## src/rtl/read_resp_arbiter.sv

```systemverilog
// read_resp_arbiter
// Merges the per-slave AXI R streams for one master into that master's single
// R channel. Arbitration is round-robin at burst granularity: once a slave is
// granted it keeps the channel until its rlast beat transfers, so bursts from
// different slaves never interleave.
module read_resp_arbiter #(
   parameter int NUM_SLAVES = 3,
   parameter int ID_W       = 4,
   parameter int DATA_W     = 32
) (
   input  logic                         clk,
   input  logic                         rst,
   input  logic [NUM_SLAVES*ID_W-1:0]   s_axi_r_rid,
   input  logic [NUM_SLAVES*DATA_W-1:0] s_axi_r_rdata,
   input  logic [NUM_SLAVES*2-1:0]      s_axi_r_rresp,
   input  logic [NUM_SLAVES-1:0]        s_axi_r_rlast,
   input  logic [NUM_SLAVES-1:0]        s_axi_r_valid,
   output logic [NUM_SLAVES-1:0]        s_axi_r_ready,
   output logic [ID_W-1:0]              m_axi_r_rid,
   output logic [DATA_W-1:0]            m_axi_r_rdata,
   output logic [1:0]                   m_axi_r_rresp,
   output logic                         m_axi_r_rlast,
   output logic                         m_axi_r_valid,
   input  logic                         m_axi_r_ready,
   output logic                         err_seen
);

   // A single slave still needs a 1-bit index so the grant register exists.
   localparam int IDX_W = (NUM_SLAVES > 1) ? $clog2(NUM_SLAVES) : 1;
   localparam logic [IDX_W-1:0] LAST_IDX = IDX_W'(NUM_SLAVES - 1);

   localparam logic [0:0] ST_IDLE   = 1'b0;
   localparam logic [0:0] ST_LOCKED = 1'b1;

   logic [0:0]       state_reg, state_next;
   logic [IDX_W-1:0] grant_reg, grant_next;
   logic [IDX_W-1:0] rr_ptr_reg, rr_ptr_next;
   logic             err_seen_reg, err_seen_next;

   // Per-slave views of the packed input buses.
   logic [ID_W-1:0]   rid_arr   [NUM_SLAVES];
   logic [DATA_W-1:0] rdata_arr [NUM_SLAVES];
   logic [1:0]        rresp_arr [NUM_SLAVES];

   genvar gi;
   generate
      for (gi = 0; gi < NUM_SLAVES; gi++) begin : g_unpack
         assign rid_arr[gi]   = s_axi_r_rid[gi*ID_W +: ID_W];
         assign rdata_arr[gi] = s_axi_r_rdata[gi*DATA_W +: DATA_W];
         assign rresp_arr[gi] = s_axi_r_rresp[gi*2 +: 2];
      end
   endgenerate

   logic             locked;
   logic             pick_found;
   logic [IDX_W-1:0] pick_idx;
   logic [IDX_W-1:0] scan_idx;
   logic             beat_xfer;

   assign locked    = (state_reg == ST_LOCKED);
   assign beat_xfer = m_axi_r_valid && m_axi_r_ready;
   assign err_seen  = err_seen_reg;

   // Round-robin scan: first valid slave starting at rr_ptr, wrapping.
   always_comb begin
      pick_found = 1'b0;
      pick_idx   = '0;
      scan_idx   = '0;
      for (int k = 0; k < NUM_SLAVES; k++) begin
         scan_idx = IDX_W'((int'(rr_ptr_reg) + k) % NUM_SLAVES);
         if (!pick_found && s_axi_r_valid[scan_idx]) begin
            pick_found = 1'b1;
            pick_idx   = scan_idx;
         end
      end
   end

   // Master-side mux of the granted slave; everything is quiet while idle.
   always_comb begin
      m_axi_r_valid = 1'b0;
      m_axi_r_rid   = '0;
      m_axi_r_rdata = '0;
      m_axi_r_rresp = '0;
      m_axi_r_rlast = 1'b0;
      s_axi_r_ready = '0;
      if (locked) begin
         m_axi_r_valid            = s_axi_r_valid[grant_reg];
         m_axi_r_rid              = rid_arr[grant_reg];
         m_axi_r_rdata            = rdata_arr[grant_reg];
         m_axi_r_rresp            = rresp_arr[grant_reg];
         m_axi_r_rlast            = s_axi_r_rlast[grant_reg];
         s_axi_r_ready[grant_reg] = m_axi_r_ready;
      end
   end

   // Next-state: lock on a pick in IDLE, release and advance rr_ptr on rlast.
   always_comb begin
      state_next    = state_reg;
      grant_next    = grant_reg;
      rr_ptr_next   = rr_ptr_reg;
      err_seen_next = err_seen_reg;
      case (state_reg)
         ST_IDLE: begin
            if (pick_found) begin
               grant_next = pick_idx;
               state_next = ST_LOCKED;
            end
         end
         default: begin
            if (beat_xfer) begin
               if (m_axi_r_rresp[1]) begin
                  err_seen_next = 1'b1;
               end
               if (m_axi_r_rlast) begin
                  state_next  = ST_IDLE;
                  rr_ptr_next = (grant_reg == LAST_IDX) ? '0 : grant_reg + 1'b1;
               end
            end
         end
      endcase
   end

   // State registers; reset abandons any burst in flight.
   always_ff @(posedge clk) begin
      if (rst) begin
         state_reg    <= ST_IDLE;
         grant_reg    <= '0;
         rr_ptr_reg   <= '0;
         err_seen_reg <= 1'b0;
      end else begin
         state_reg    <= state_next;
         grant_reg    <= grant_next;
         rr_ptr_reg   <= rr_ptr_next;
         err_seen_reg <= err_seen_next;
      end
   end

endmodule

```

## config.mk

```make
export PLATFORM = sky130hd
export DESIGN_NAME = read_resp_arbiter
export DESIGN_NICKNAME = d
export VERILOG_FILES = /design/src/rtl/read_resp_arbiter.sv
export SDC_FILE = /design/constraint.sdc
export NUM_CORES = 1
export LEC_CHECK = 0
export CORE_MARGIN = 2
export CORE_UTILIZATION = 31
export CTS_CLUSTER_SIZE = 30
export DETAILED_ROUTE_END_ITERATION = 8
export PLACE_DENSITY = 0.9
export SYNTH_ARGS = -nofsm -noshare
export SYNTH_HDL_FRONTEND = slang
export SYNTH_SLANG_ARGS = --single-unit
```

## constraint.sdc

```tcl
create_clock -name clk -period 3.3 [get_ports clk]
set_input_delay 0.66 -clock clk [delete_from_list [all_inputs] [get_ports clk]]
set_output_delay 0.66 -clock clk [all_outputs]
set_load 0.1 [all_outputs]
```

Word level (Yosys, flattened, before mapping)
Index checks and enable logic that the tools add are counted.
{"block": "totals", "register_bits": 6, "in_bits": 123, "out_inout_bits": 44, "elab_cells": 67}
{"block": "classes", "addsub": 3, "div": 3, "magnitude_cmp": 6, "eq_ne": 1, "n_mux": 38, "bitwise_logic": 3, "n_reduce_logical": 9}
{"cell": "$mux W32", "n": 3}
{"cell": "$bmux W32 S2", "n": 1}
{"cell": "$mod A32 B3 Y32 const B", "n": 2}
{"cell": "$mod A3 B3 Y32 const B", "n": 1}
{"cell": "$mux W1", "n": 15}
{"cell": "$mux W2", "n": 7}
{"cell": "$lt A2 B3 Y1 const B", "n": 4}
{"cell": "$mux W4", "n": 3}
{"cell": "$bmux W1 S2", "n": 5}
{"cell": "$bmux W4 S2", "n": 1}
{"cell": "$reduce_and A3 Y1", "n": 2}
{"cell": "$bmux W2 S2", "n": 1}
{"cell": "$logic_and A1 B1 Y1", "n": 4}
{"cell": "$add A2 B1 Y3 const B", "n": 1}
{"cell": "$add A2 B2 Y3 const B", "n": 1}
{"cell": "$and A3 B3 Y3", "n": 1}
{"cell": "$ge A3 B3 Y1 const B", "n": 1}
{"cell": "$mux W3", "n": 1}
{"cell": "$not A2 Y3", "n": 1}
{"cell": "$add A2 B1 Y2 const B", "n": 1}
{"cell": "$demux W1 S2", "n": 1}
{"cell": "$eq A2 B2 Y1 const B", "n": 1}
{"cell": "$ge A2 B1 Y1 const B", "n": 1}
{"cell": "$logic_not A1 Y1", "n": 2}
{"cell": "other kinds (2)", "n": 2}

Logic depth before layout (Yosys ltp)
Gate-level depths: netlist (run 1).
{"block": "depth", "depth_word": 12, "mapped_depth": 8, "depth_no_buf": 7}

Least setup slack after synthesis (run 1)
Ideal clock, no wire load.
{"block": "synth_path", "kind": "input port to output port", "from": "input m_axi_r_ready", "to": "output s_axi_r_ready[2]", "arrival_time_ns": 2.956, "t_required_ns": 2.640, "setup_slack_ns": -0.316, "path_stages": 2, "n_path_buf": 0, "cell_sequence": "nand2_1 -> nor3b_1"}
{"block": "synth_between", "elab_chain_len": 2}
{"element": "start, declared", "line_no": "24", "text": "input logic m_axi_r_ready,"}
{"element": "$and A3 B3 Y3 (no source line)"}
{"element": "$mux W3", "line_no": "86", "text": "if (locked) begin"}
{"element": "end, declared", "line_no": "18", "text": "output logic [NUM_SLAVES-1:0] s_axi_r_ready,"}
Every way passes these cells.

Final worst setup path (run 1)
{"block": "layout_path", "from": "register grant_reg[1]", "to": "output m_axi_r_rdata[10]"}
{"block": "layout_between", "elab_chain_len": 5}
{"element": "start, declared", "line_no": "36", "text": "logic [IDX_W-1:0] grant_reg, grant_next;"}
{"element": "start signal, assigned", "line_no": "132", "text": "grant_reg <= grant_next;"}
{"element": "$not A2 Y3 (implied by the code)", "line_no": "89", "text": "m_axi_r_rdata = rdata_arr[grant_reg];"}
{"element": "$bmux W32 S2", "line_no": "89"}
{"element": "$mux W32 (implied by the code) (2 in a row)", "line_no": "89"}
{"element": "$mux W32", "line_no": "86"}
{"element": "end, declared", "line_no": "20", "text": "output logic [DATA_W-1:0] m_axi_r_rdata,"}
Every way passes these cells. The select of a mux whose other input is x is not followed.

==> results of run 1 <==
[worst max path at each step]
stage	cells after the start	slack [ns]	startpoint	to
3_3_place_gp	5	0.68	s_axi_r_valid[2]	m_axi_r_valid
5_1_grt	6	0.39	grant_reg[1]	m_axi_r_rdata[10]
2_1_floorplan	2	-0.32	m_axi_r_ready	s_axi_r_ready[2]
4_1_cts	6	0.48	grant_reg[1]	m_axi_r_rdata[10]
6_report	6	0.49	grant_reg[1]	m_axi_r_rdata[10]
3_5_place_dp	5	0.65	s_axi_r_valid[2]	m_axi_r_valid
[where the power goes]
group          internal (W)  leakage, nW  switching [W]
clock             0.0000783       0.0216      0.0000304
combinational      0.000422         1.38       0.000589
sequential        0.0000780       0.0494      0.0000199
total              0.000578         1.45       0.000640
[through the flow]
step,std cells,setup slack (ns),TNS (ns),total power (W)
after detailed placement,457,0.6478,0,0.001114
after global routing,460,0.3926,0,0.001273
after CTS,460,0.4796,0,0.001226
after global placement,457,0.6811,0,0.001099
after floorplan,239,-0.3161,-0.7424,0.0006863
final,460,0.4909,0,0.001218
[layout make-up]
type / count / area share
multi-input combinational: 207 / 0.3446
inverter: 4 / 0.004094
clock buffer: 3 / 0.01126
timing repair buffer: 173 / 0.5841
tap: 67 / 0.02286
sequential: 6 / 0.03309
[cells in the mapped netlist]
master     instances
nor2_1            85
mux2i_1           46
a21oi_1           38
buf_2             10
clkbuf_1           8
dfxtp_1            6
nand2b_1           5
inv_1              4
and2_1             3
ha_1               3
nand2_1            3
nor3b_1            3
o21ai_0            3
buf_6              2
a211oi_1           1
a21bo_2            1
a221oi_1           1
a22oi_1            1
a31oi_1            1
a32oi_1            1
a41oi_1            1
and3b_2            1
buf_1              1
buf_4              1
nand3b_1           1
nor2b_1            1
nor2b_4            1
nor3_1             1
o21a_2             1
o21ba_1            1
o221ai_1           1
o22ai_1            1
o2bb2ai_1          1
o2bb2ai_2          1
[critical path: stages, from the launching register on]
cell	delay, ns
dfxtp_2	0.84
buf_4	0.34
mux2i_1	0.20
nor2_1	0.07
a21oi_1	0.17
nor2_1	0.10
buf_12	0.19
[cell families (layout without fill, tap and decap cells)]
group                    Yosys count  after routing
AO/OA/AOI/OAI                     54             54
buffers and inverters             26            180
adder cells (fa/ha/maj)            3              3
flip-flops                         6              6
multiplexers                      46             46
AND/OR/NAND/NOR                  104            104
[layer usage]
layer / wire length (um) / vias up / global-route usage
li1: - / 1128 / -
met1: 2580 / 1048 / 0.2830
met2: 3478 / 122 / 0.4256
met3: 590 / 14 / 0.05350
met4: 201 / 0 / 0.08687
met5: 0 / - / 0
==> impl_metrics.csv, run 1 <==
group,metric,value,unit
run_status,outcome,"finished, final reports clean",
critical_path,r2r_slack,1.25,ns
placed_design,dpl-instance-area,0.003626,sq mm
synth,synth-simple-area-share,0.2945,
clock_tree,tritoncts,"built",
global_route,grt_pass1_vias,2211,
worst_hold_path,min_to,"err_seen",
clock_tree,cts_setup_buffers,0,
floorplan,dieArea,0.005455,sq mm
timing,slew_headroom,0.4679,
clock_tree,ctsHoldBuffers,0,
timing,setup_viol,0,
drt,wl,6850,um
floorplan,die_h,73.86,um
global_route,grt_first_pass_wirelength,10320,um
timing,hold_viol,0,
timing,whs,0.4837,ns
finish,fillers,289,
global_route,antenna_found_initial,0,
global_route,grt_max_degree,46,
clock_tree,clkTransAtPathRegs,0.04,ns
finish,stdcell_area,0.003667,sq mm
clock_tree,htreeDepth,1,
timing,skew,0.002492,ns
finish,layout_commonest_cell,"clkdlybuf4s50_1",
timing,clock.fmax,0.3560,GHz
floorplan,row_count,25,
critical_path,r2r-start,"grant_reg[1]",
synth,synthAdderAreaFrac,0.02481,
job,maxCapViolations,0,
global_route,track_usage,0.2412,
synth,ys_warn_count,0,
critical_path,critPathLaunchType,"flip-flop",
placed_design,post-dp-hpwl,5606,um
worst_hold_path,min_path_type,"reg -> reg",
synth,syn_inst,239,
timing,finalCriticalPeriod,2.809,ns
timing,rsz0062_at_grt,"false",
finish,multi_input_area,0.001264,sq mm
critical_path,r2r_end,"rr_ptr_reg[0]",
finish,nets,521,
synth,ys_seq_area_frac,0.07940,
worst_hold_path,hold_depth,2,
synth,syn_area,0.001513,sq mm
synth,synthXorXnorAreaFrac,0,
floorplan,die_w,73.86,um
drt,ant_nets,0,
synth,ys_seq_elements,6,
timing,fin_crit_sh,0.8512,
synth,synth_compound_gate_area_share,0.2117,
floorplan,initial_utilization,0.3203,
critical_path,crit_fanout,27,
global_route,grt.overflow.total,0,
placed_design,routabilityCongestion,0.7943,
drt,num_vias,2312,
clock_tree,clock_path_buffers,2,
synth,ys_types,34,
pwr,vdd_ir_drop_max,189.8,uV
clock_tree,cts_made_buffers,3,
timing,slew_viol_final,0,
drt,drc,0,
finish,register_area,121.4,sq um
critical_path,crit_type,"reg -> out",
clock_tree,cts-resized-gates,0,
worst_hold_path,hp-start,"err_seen",
finish,final_util,0.7764,
drt,via_per_inst,5.026,
finish,n_antenna_cell,0,
synth,yosysTopAreaCell,"mux2i_1",
drt,wl_per_cell,14.89,um
synth,ys_top_cells_by_area,"mux2i_1 30%, nor2_1 21%, a21oi_1 13%, dfxtp_1 7.9%, buf_2 3.3%",
synth,synth_top_family_by_area,"multiplexers",
drt,first_iter_violations,128,
synth,mappedNetlistNets,365,
timing,worst-slew-pin-transition,0.7982,ns
finish,layout_common_cells,"122 x clkdlybuf4s50_1, 85 x nor2_1, 46 x mux2i_1, 43 x buf_12, 38 x a21oi_1",
floorplan,fp.coreArea,0.004723,sq mm
finish,layout-drive-gt1-share,0.1527,
drt,drt-pass1-iter-count,4,
pwr,cellLeakagePower,1.451,nW
placed_design,port_buffers,166,
floorplan,ios,167,
critical_path,crit_arrival,2.15,ns
clock_tree,cts_sinks,6,
clock_tree,root_buffer,"clkbuf_8",
synth,yosysTopAreaCellShare,0.3044,
finish,area_delta_synth_final,142.4,%
synth,synth.mux.area_fraction,0.3044,
critical_path,required,2.64,ns
critical_path,r2r_cells,6,
critical_path,worstSetupEndpointType,"output pin",
synth,avgSynthCellArea,6.329,sq um
pwr,power_density,332.1,mW/mm^2
clock_tree,clock_latency,0.22,ns
Note: power is estimated with default switching activity, not from simulation.
==> run 2: changes to the inputs <==
GPL_ROUTABILITY_DRIVEN = 0   (was not set)
SKIP_CTS_REPAIR_TIMING = 1   (was not set)
==> results of run 2 <==
Final layout, timing and power as in run 1 (identical DEF).
